$ cat src/rtl/seq_restoring_divider.sv
// Multi-cycle unsigned restoring divider, one quotient bit per clock, valid/ready on both sides.
// Optional DIV_ZERO_FAST_EN: a zero divisor skips RUN and goes straight to DONE.
module seq_restoring_divider #(
  parameter int DIVIDEND_W = 8,
  parameter int DIVISOR_W  = 4
) (
  input  logic                  clk,
  input  logic                  rst,
  input  logic                  in_valid,
  output logic                  in_ready,
  input  logic [DIVIDEND_W-1:0] dividend,
  input  logic [DIVISOR_W-1:0]  divisor,
  output logic                  out_valid,
  input  logic                  out_ready,
  output logic [DIVIDEND_W-1:0] quotient,
  output logic [DIVISOR_W-1:0]  remainder,
  output logic                  div_by_zero
);

  localparam int CNT_W = $clog2(DIVIDEND_W + 1);

  typedef enum logic [1:0] {IDLE, RUN, DONE} state_t;

  state_t                state_q;
  logic [CNT_W-1:0]      cnt_q;
  logic [DIVIDEND_W-1:0] dvd_q;
  logic [DIVISOR_W-1:0]  dvs_q;
  logic [DIVISOR_W:0]    rem_q;
  logic                  in_ready_q, out_valid_q, dbz_q;
  logic [DIVIDEND_W-1:0] quo_q;
  logic [DIVISOR_W-1:0]  rmd_q;

  // dvd_q doubles as the quotient register: dividend bits leave at the MSB,
  // quotient bits enter at the LSB.
  logic [DIVISOR_W:0]    rem_next, rem_d;
  logic                  take;
  logic [DIVIDEND_W-1:0] dvd_d;

  always_comb begin
    rem_next = {rem_q[DIVISOR_W-1:0], dvd_q[DIVIDEND_W-1]};
    take     = (rem_next >= {1'b0, dvs_q});
    rem_d    = take ? (rem_next - {1'b0, dvs_q}) : rem_next;
    dvd_d    = {dvd_q[DIVIDEND_W-2:0], take};
  end

  always_ff @(posedge clk) begin
    if (rst) begin
      state_q     <= IDLE;
      cnt_q       <= '0;
      dvd_q       <= '0;
      dvs_q       <= '0;
      rem_q       <= '0;
      in_ready_q  <= 1'b1;
      out_valid_q <= 1'b0;
      dbz_q       <= 1'b0;
      quo_q       <= '0;
      rmd_q       <= '0;
    end else begin
      case (state_q)
        IDLE: begin
          if (in_valid) begin
            dvd_q      <= dividend;
            dvs_q      <= divisor;
            rem_q      <= '0;
            cnt_q      <= CNT_W'(DIVIDEND_W);
            in_ready_q <= 1'b0;
`ifdef DIV_ZERO_FAST_EN
            if (divisor == '0) begin
              state_q     <= DONE;
              out_valid_q <= 1'b1;
              quo_q       <= '1;
              rmd_q       <= dividend[DIVISOR_W-1:0];
              dbz_q       <= 1'b1;
            end else begin
              state_q <= RUN;
            end
`else
            state_q <= RUN;
`endif
          end
        end
        RUN: begin
          rem_q <= rem_d;
          dvd_q <= dvd_d;
          cnt_q <= cnt_q - CNT_W'(1);
          if (cnt_q == CNT_W'(1)) begin
            state_q     <= DONE;
            out_valid_q <= 1'b1;
            dbz_q       <= (dvs_q == '0);
            // With a zero divisor every step subtracts 0, so the low remainder
            // bits are exactly the low dividend bits; only the quotient is forced.
            quo_q       <= (dvs_q == '0) ? '1 : dvd_d;
            rmd_q       <= rem_d[DIVISOR_W-1:0];
          end
        end
        DONE: begin
          if (out_ready) begin
            state_q     <= IDLE;
            out_valid_q <= 1'b0;
            in_ready_q  <= 1'b1;
          end
        end
        default: state_q <= IDLE;
      endcase
    end
  end

  assign in_ready    = in_ready_q;
  assign out_valid   = out_valid_q;
  assign quotient    = quo_q;
  assign remainder   = rmd_q;
  assign div_by_zero = dbz_q;

endmodule
$ cat config.mk
export PLATFORM = sky130hd
export DESIGN_NAME = seq_restoring_divider
export DESIGN_NICKNAME = d
export VERILOG_FILES = /design/src/rtl/seq_restoring_divider.sv
export SDC_FILE = /design/constraint.sdc
export NUM_CORES = 1
export LEC_CHECK = 0
export ABC_AREA = 1
export CORE_MARGIN = 1.5
export CORE_UTILIZATION = 35
export CTS_CLUSTER_SIZE = 25
export DETAILED_ROUTE_END_ITERATION = 10
export GPL_ROUTABILITY_DRIVEN = 0
export PLACE_DENSITY = 0.54
export SYNTH_ARGS = -nofsm -noshare
export SYNTH_HDL_FRONTEND = slang
export SYNTH_SLANG_ARGS = --single-unit
$ cat constraint.sdc
create_clock -name clk -period 2 [get_ports clk]
set_input_delay 0.4 -clock clk [delete_from_list [all_inputs] [get_ports clk]]
set_output_delay 0.4 -clock clk [all_outputs]
set_load 0.005 [all_outputs]
# Word-level counts from Yosys, hierarchy flattened
# Cells that the tools add are included.
totals:
  latch_bits: 0
  elab_cells: 48
  mem_bits_ro: 0
  mem_count: 0
  out_inout_bits: 15
  ramBits: 0
  reg_bits: 37
  inputBits: 16
classes:
  mux: 18
  n_div: 0
  multipliers: 0
  n_eq_ne: 6
  addsub: 2
  n_shift: 0
  n_bitwise: 0
  order_cmp: 1
  reduce_logical: 11
ops:
  columns: ["op", "count"]
  rows:
  - ["8-bit 2-to-1 mux", 2]
  - ["4-bit case mux with 2 select lines", 2]
  - ["8-bit case mux with 2 select lines", 1]
  - ["4-bit 2-to-1 mux", 3]
  - ["3-bit AND reduction", 3]
  - ["2-bit 2-to-1 mux", 3]
  - ["2-bit inequality test, second input constant", 3]
  - ["2-bit case mux with 3 select lines", 1]
  - ["2-bit AND reduction", 3]
  - ["2-bit nonzero test", 3]
  - ["5-bit by 4-bit >= comparator with 1-bit output", 1]
  - ["4-bit by 1-bit == test with 1-bit output, second input constant", 1]
  - ["4-bit zero test", 1]
  - ["1-bit 2-to-1 mux", 4]
  - ["1-bit case mux with 2 select lines", 2]
  - ["4-bit by 1-bit subtractor with 4-bit output, second input constant", 1]
  - ["4-bit subtractor", 1]
  - ["2-bit by 1-bit == test with 1-bit output, second input constant", 1]
  - ["2-bit == test, second input constant", 1]
  - ["2-bit zero test", 1]

# Longest topological paths before layout
# Gate-level depths: netlist of run 1.
depth:
  ltp_word: 3
  depth_mapped: 13
  ltp_nobuf: 13

# Worst setup path after synthesis of run 1
# OpenSTA, ideal clock, no wires.
synth_path:
  path_kind: "reg-to-reg"
  startpoint: "reg dvs_q[2]"
  endpoint: "reg rmd_q[2], in the netlist remainder[2]"
  t_required_ns: 1.885
  arrival_time_ns: 1.418
  path_stages_with_launch: 11
  period_less_slack_ns: 1.533
  path_buffers: 0
  setup_slack_ns: 0.467
  path_cell_list: "dfxtp_1 > inv_1 > ha_1 > a21oi_2 > nand2_1 > nand2_1 > nand2_2 > nand2_1 > nand2_1 > o21ai_0 > inv_1"
synth_via:
  elab_chain_cells: 2
  elab_cells_between_ends: 3
  cone_classes: "1 x add/sub; 1 x order compare; 1 x mux"
synth_lines:
  columns: ["element", "line", "source"]
  rows:
  - ["from (decl)", "27", "logic [DIVISOR_W-1:0] dvs_q;"]
  - ["from (signal assigned)", "63", "dvs_q <= divisor;"]
  - ["4-bit subtractor or 5-bit by 4-bit >= comparator with 1-bit output (tied branches)", "42, 41", null]
  - ["4-bit 2-to-1 mux *", "42", "rem_d = take ? (rem_next - {1'b0, dvs_q}) : rem_next;"]
  - ["to (signal assigned)", "93", "rmd_q <= rem_d[DIVISOR_W-1:0];"]
  - ["to (decl)", "31", "logic [DIVISOR_W-1:0] rmd_q;"]
# Every way passes the cells marked *; elsewhere a longest branch is shown, timed or not.
# A chain may end at the register's enable or synchronous reset.

# Worst setup path after layout of run 1
layout_path:
  startpoint: "reg dvs_q[2]"
  endpoint: "reg rmd_q[3], in the netlist remainder[3]"
# Same word-level chain as after synthesis.

==> results.md, run 1 <==
* Hold buffers post-CTS at 0
* Placed cell count at 286
* Pwr Total at 1800 uW
* Top cells by area, synth: dfxtp_1 (44%), nand2_1 (11%), a21oi_1 (5.4%), inv_1 (4.7%), o221a_2 (4.7%)
* Die Height at 72.0 um
* Fin. Hold Viols at 0
* Tmin final at 1.68 ns
* Total power per unit cell area at 844 mW/mm^2
* Critical Path AT at 1.87 ns
* Starting density of the core at 37.3%
* Area delta synth->final at 27.8%
* Switch share at 29.4%
* Core area at 0.00447 mm^2
* Sequential fraction of the synthesis area at 44.4%
* Cell accounting for the most synthesized area: dfxtp_1
* R2R cell count at 10
* Root Buffer: clkbuf_8
* Die width at 72.0 um
* Setup_tns at 0 ns
* Power share of the combinational group at 22.4%
* Worst-path fanout max at 6
* Reg-to-Reg End: remainder[3]$_SDFFE_PP0P_
* Hold WC Path Type: register to register
* Yosys cell types at 29
* Final HPWL DP at 2670 um
* Syn avg cell area at 8.10 um^2
* Drt initial violations at 62
* RSZ-0062 raised after global routing: no
* Post-Syn Instances at 206
* Die area at 0.00519 mm^2
* WL met3 at 142 um
* Req. time, crit path at 2.18 ns
* Synth Warn # at 0
* Vias in the first global route at 1,344
* CP Launch Type: register
* Sequential share of power at 45.8%
* Worst setup margin at 0.319 ns
* Switching Power at 529 uW
* Clock latency at the later pin of the worst-skew pair at 0.29 ns
* I/O pin cnt at 31
* Met2 wire len at 1520 um
* VDD IR max at 434 uV
* Routed wire length at 3640 um
* All-Layer GR Usage at 15.2%
* N_diodes at 0
* Actual slew at the worst max-slew pin at 0.418 ns
* Clock Tree Buf Depth at 2
* Clk sinks at 37
* DP Worst Slack at 0.295 ns
* Max cap viols at 0
* Synth Register Bits at 37
* CP Class: register to register
* Pin count of the biggest net entering global routing at 24
* Syn_nets at 229
* Top Metal Used: met4
* Via count at 1,437
* Dominant synthesized flop cell: dfxtp_1
* Fin. max-slew vios at 0
* CP endpoint: remainder[3]$_SDFFE_PP0P_
* DRT antenna net count at 0
* Rows at 24
* Clock transition at path regs at 0.07 ns
* Internal power at 1270 uW
* Final cell count without fillers at 294
* R2R Path Start: dvs_q[2]$_SDFFE_PP0P_
* DR pass1 iterations at 4
* CP startpoint: dvs_q[2]$_SDFFE_PP0P_
* R2r setup slk at 0.32 ns
* Share of the synthesized area in the top cell type at 44.4%
* CTS tree: yes
* Drc violations at 0
* Clock Skews at 0.00433 ns
* Crit end category: register
* Final period util at 84.1%
* Endpoints failing setup at 0
* Post_cts resized at 0
* Clock share of power at 31.8%
* Wl on met1 at 1920 um
* Fmax at 595 MHz
* Proportion of layout cells with a drive suffix above 1 at 14.0%
* Via-to-Cell Ratio at 4.89
* Slew margin rel. at 72.1%
* Grt total ovfl at 0
* EDFF count, synth at 0
* Htree depth at 2
* Post-synthesis async set-or-reset flop share at 0%
* First-pass GRT wire length at 6160 um
* Status: complete, no violations
* Cell Area, Synth at 0.00167 mm^2
* Final Net Count at 264
* CTS Buf Count at 5
* IO Port Bufs at 30
* Initial antenna violation count at 0
* Leak Pwr at 0.000921 uW
* Postcts setup bufs at 0
* Avg WL per Cell at 12.4 um
## critical path, cell delays in order (launching register included)
cell and delay (ns):
dfxtp_1 0.31, inv_1 0.06, ha_1 0.36, a21oi_2 0.20
nand2_1 0.07, nand2_1 0.13, nand2_2 0.12, nand2_1 0.08
nand2_1 0.06, o21ai_0 0.15, inv_1 0.05
## cell usage after synthesis (3+ instances only)
master    number
nor2_1        14
a31oi_1        4
o21ai_0        9
dfxtp_1       37
a21oi_1       18
buf_2          3
ha_1           6
clkbuf_1       3
nand3_1       11
nand2_1       48
o221a_2        7
inv_2          3
a22oi_1        5
inv_1         21
## cell families (layout without fill, tap and decap cells)
| family | after synthesis | after routing | synth area share (%) |
|---|---|---|---|
| adders and majority gates | 7 | 7 | 5.70 |
| AOI/OAI and AO/OA | 44 | 44 | 17.1 |
| DFF | 37 | 37 | 44.4 |
| xor gates and xnor gates | 1 | 1 | 0.525 |
| and+or+nand+nor | 85 | 85 | 23.9 |
| buffers and inverters | 32 | 68 | 8.33 |
## layout make-up
| type | instances | area [um^2] |
|---|---|---|
| well taps | 52 | 65.1 |
| clock buffers | 7 | 96.3 |
| fillers | 458 | 2340 |
| flip-flops and latches | 37 | 741 |
| repair buffers | 36 | 345 |
| clock inverters | 1 | 5.00 |
| multi-input cells | 137 | 788 |
| inverters | 24 | 90.1 |
## per-stage QoR
step	area, um^2	utilization (%)	hold WS, ns
after detailed placement	2030	45.4	0.453
after CTS	2130	47.6	0.465
final	2130	47.6	0.464
after global placement	2030	45.4	0.450
after floorplan	1670	-	0.437
after global routing	2130	47.6	0.506
## worst min path at each step
| stage | cells past startpoint | endpoint | from |
|---|---|---|---|
| 2_1_floorplan | 2 | cnt_q[2]$_SDFFE_PP0P_ | cnt_q[2]$_SDFFE_PP0P_ |
| 3_3_place_gp | 2 | cnt_q[1]$_SDFFE_PP0P_ | cnt_q[1]$_SDFFE_PP0P_ |
| 3_5_place_dp | 2 | cnt_q[2]$_SDFFE_PP0P_ | cnt_q[2]$_SDFFE_PP0P_ |
| 4_1_cts | 2 | cnt_q[2]$_SDFFE_PP0P_ | cnt_q[2]$_SDFFE_PP0P_ |
| 5_1_grt | 2 | out_valid$_SDFFE_PP0P_ | out_valid$_SDFFE_PP0P_ |
| 6_report | 2 | cnt_q[2]$_SDFFE_PP0P_ | cnt_q[2]$_SDFFE_PP0P_ |
## power groups by stage
stage / logic, uW / clock network [uW] / registers [uW]
final: 402 / 572 / 824
after global routing: 461 / 615 / 831
after CTS: 407 / 588 / 824
after detailed placement: 405 / 0 / 841
after global placement: 402 / 0 / 841
after floorplan: 285 / 0 / 832
## metal layers
metal	vias up	GRT usage, %
li1	752	-
met1	648	21.1
met2	29	22.6
met3	8	3.89
met4	0	5.66
met5	-	0
## flip-flops by register name, summed over array words and instances, names as in the netlist
| signal | count |
|---|---|
| dvd_q | 8 |
| quotient | 8 |
| cnt_q | 4 |
| dvs_q | 4 |
| rem_q | 4 |
| remainder | 4 |
| state_q | 2 |
| div_by_zero | 1 |
| in_ready | 1 |
| out_valid | 1 |
## layout by cell type (no fill, tap or decap), types with 2 or more instances in the layout
master,count
clkbuf_8,7
nor2_1,14
clkdlybuf4s50_1,30
a31oi_1,4
dfxtp_1,37
nand3b_1,2
nor2_2,2
nand2_1,48
o21ai_0,9
inv_2,3
a22oi_1,5
a21oi_1,18
o221a_2,7
buf_4,6
inv_1,21
nand3_1,11
ha_1,6
Power figures use the tool's default switching activity.
==> run 2: changes to the inputs <==
--- a/config.mk
+++ b/config.mk
@@ -11,7 +11,7 @@
 export CTS_CLUSTER_SIZE = 25
 export DETAILED_ROUTE_END_ITERATION = 10
 export GPL_ROUTABILITY_DRIVEN = 0
-export PLACE_DENSITY = 0.54
+export PLACE_DENSITY = 0.56
 export SYNTH_ARGS = -nofsm -noshare
 export SYNTH_HDL_FRONTEND = slang
 export SYNTH_SLANG_ARGS = --single-unit
==> constraint.sdc (replaced) <==
create_clock -name clk -period 1.45 [get_ports clk]
set_input_delay 0.29 -clock clk [delete_from_list [all_inputs] [get_ports clk]]
set_output_delay 0.29 -clock clk [all_outputs]
set_load 0.005 [all_outputs]
==> results.md, run 2 (synthesis gave the netlist of run 1 again) <==
* Pwr Total at 2970 uW (+65%)
* Clock Tree Buf Depth at 2 (unchanged)
* Critical Path AT at 1.72 ns (-0.15 ns)
* Endpoints failing setup at 2 (+2)
* Htree depth at 2 (unchanged)
* Final period util at 101% (+17 points)
* Area delta synth->final at 49.2%
* Tmin final at 1.47 ns (-0.211 ns)
* RSZ-0062 raised after global routing: yes
* Sequential share of power at 38.6% (-7.2 points)
* Total power per unit cell area at 1190 mW/mm^2 (+41%)
* Status: finished with violations
* Fillers at 424 (-7.4%)
* Clock share of power at 32.3% (+0.5 points)
* Clock transition at path regs at 0.08 ns (about the same)
* Root Buffer: clkbuf_8
* Actual slew at the worst max-slew pin at 0.333 ns (-0.0850 ns)
* Drt initial violations at 62 (unchanged)
* Clock Skews at 0.00972 ns (+0.00538 ns)
* Vias in the first global route at 1,454 (+8.2%)
* Most frequent cells in the layout: nand2_1 (38), dfxtp_1 (26), clkdlybuf4s50_1 (26), buf_4 (26), a21oi_1 (16)
* All-Layer GR Usage at 16.8% (+1.6 points)
* Drc violations at 0 (unchanged)
* Internal power at 2070 uW (+63%)
* DP Worst Slack at -0.153 ns (-0.448 ns)
* Hold path start: out_valid$_SDFFE_PP0P_
* Slew margin rel. at 77.7% (+5.6 points)
* VDD IR max at 1080 uV (+150%)
* Starting density of the core at 37.3% (unchanged)
* Core area at 0.00447 mm^2 (unchanged)
* CP Launch Type: register
* Pin count of the biggest net entering global routing at 24 (unchanged)
* Leak Pwr at 0.00112 uW (+22%)
* Routed wire length at 4200 um (+16%)
* CP Class: register to register
* IO Port Bufs at 30 (unchanged)
* R2r setup slk at -0.02 ns (-0.34 ns)
* DR pass1 iterations at 4 (unchanged)
* WHS Endpoint: out_valid$_SDFFE_PP0P_
* Via count at 1,541 (+7.2%)
* Switching Power at 900 uW (+70%)
* Clock latency at the later pin of the worst-skew pair at 0.30 ns (about the same)
* Fin. Hold Viols at 0 (unchanged)
* Fmax at 680 MHz (+14%)
* I/O pin cnt at 31 (unchanged)
* Reg-to-Reg End: remainder[1]$_SDFFE_PP0P_
* Hold WC Path Type: register to register
* Avg WL per Cell at 13.3 um (+7.5%)
* R2R Path Start: dvd_q[7]$_SDFFE_PP0P_
* Hold Path Depth at 2 (unchanged)
* Grt total ovfl at 0 (unchanged)
* Switch share at 30.4% (+0.93 points)
* Max cap viols at 0 (unchanged)
* R2R cell count at 10 (unchanged)
* Worst setup margin at -0.0202 ns (-0.339 ns)
* Clk sinks at 37 (unchanged)
* Crit end category: register
* First-pass GRT wire length at 6750 um (+9.5%)
* CTS tree: yes
* Die width at 72.0 um (unchanged)
* Via-to-Cell Ratio at 4.88 (-0.23%)
* Final HPWL DP at 2840 um (+6.4%)
* Power share of the combinational group at 29.1% (+6.7 points)
* Die Height at 72.0 um (unchanged)
* Hold buffers post-CTS at 0 (unchanged)
* Rows at 24 (unchanged)
* Commonest non-fill, non-tap cell in the layout: nand2_1
* Req. time, crit path at 1.70 ns (-0.48 ns)
* CTS Buf Count at 5 (unchanged)
* N_diodes at 0 (unchanged)
* Die area at 0.00519 mm^2 (unchanged)
* Fin. max-slew vios at 0 (unchanged)
* Final Net Count at 286 (+8.3%)
* Failing checks: setup timing
* Proportion of layout cells with a drive suffix above 1 at 37.5% (+23 points)
* DRT antenna net count at 0 (unchanged)
* Worst-path fanout max at 2 (-4)
* Initial antenna violation count at 0 (unchanged)
[run 2: changes by cell type in the layout (fill, tap and decap cells not counted), moves of 4 or more]
cell             before  now
ha_1                  6    2
nand3_2               0    5
nand2_2               1    9
buf_4                 6   26
nand3_1              11    5
inv_1                21   13
nand2_1              48   38
dlymetal6s2s_1        0    4
clkdlybuf4s50_1      30   26
inv_2                 3   11
dfxtp_1              37   26
dfxtp_2               0   11
[run 2: how the worst max path moves through the flow]
stage / endpoint / start / depth (start not counted)
floorplan: remainder[2]$_SDFFE_PP0P_ / dvd_q[7]$_SDFFE_PP0P_ / 9
finish: remainder[1]$_SDFFE_PP0P_ / dvd_q[7]$_SDFFE_PP0P_ / 10
CTS: rem_q[1]$_SDFFE_PP0P_ / dvd_q[7]$_SDFFE_PP0P_ / 8
global placement: remainder[3]$_SDFFE_PP0P_ / dvd_q[7]$_SDFFE_PP0P_ / 12
global route: rem_q[3]$_SDFFE_PP0P_ / dvd_q[7]$_SDFFE_PP0P_ / 13
detailed placement: dvs_q[2]$_SDFFE_PP0P_ / in_valid / 5
[run 2: what timing repair did]
action | 4_1_cts | 5_1_grt
resized for setup | 19 | 34
setup endpoints to repair | 11 | 29
setup buffers | 2 | 2
pin swaps | 7 | 13
endpoints found under the hold margin | 0 | 0
[run 2: power by group through the flow]
stage,logic (uW),clock network [uW],registers (uW)
after floorplan,406,0,1150
after detailed placement,702,0,1160
after global routing,960,1010,1150
after global placement,700,0,1160
after CTS,756,964,1140
final,865,958,1140
[run 2: worst max-delay path, stage by stage, from the launching register on]
cell and delay (ns):
dfxtp_2 0.33, inv_2 0.07, ha_4 0.14, inv_2 0.04, fa_2 0.52, inv_2 0.04
nand2_2 0.07, nand2_1 0.06, nand2_1 0.07, nand2_1 0.04, inv_1 0.04
[run 2: cell type report]
cell class / count / area, um^2 / share of cell area [%]
clock buffer: 6 / 82.6 / 3.32
clock inverter: 2 / 37.5 / 1.51
tap: 52 / 65.1 / 2.61
multi-input combinational: 137 / 922 / 37.1
inverter: 24 / 90.1 / 3.62
timing repair buffer: 58 / 537 / 21.6
sequential: 37 / 754 / 30.3
[run 2: stage by stage]
stage	TNS, ns	std cells	hold WS, ns	cell area (um^2)	utilization (%)
detailed placement	-2.29	304	0.457	2190	49.0
finish	-0.0205	316	0.461	2490	55.6
floorplan	0	206	0.425	1680	-
global route	-0.710	316	0.491	2490	55.6
global placement	-1.23	304	0.446	2190	49.0
CTS	-0.0269	314	0.467	2380	53.2
[run 2: routing by layer]
metal	global-route usage [%]	wire [um]	up-vias
met3	3.89	144	7
li1	-	-	795
met4	5.66	62	0
met2	27.1	1990	30
met5	0	0	-
met1	22.3	2010	709
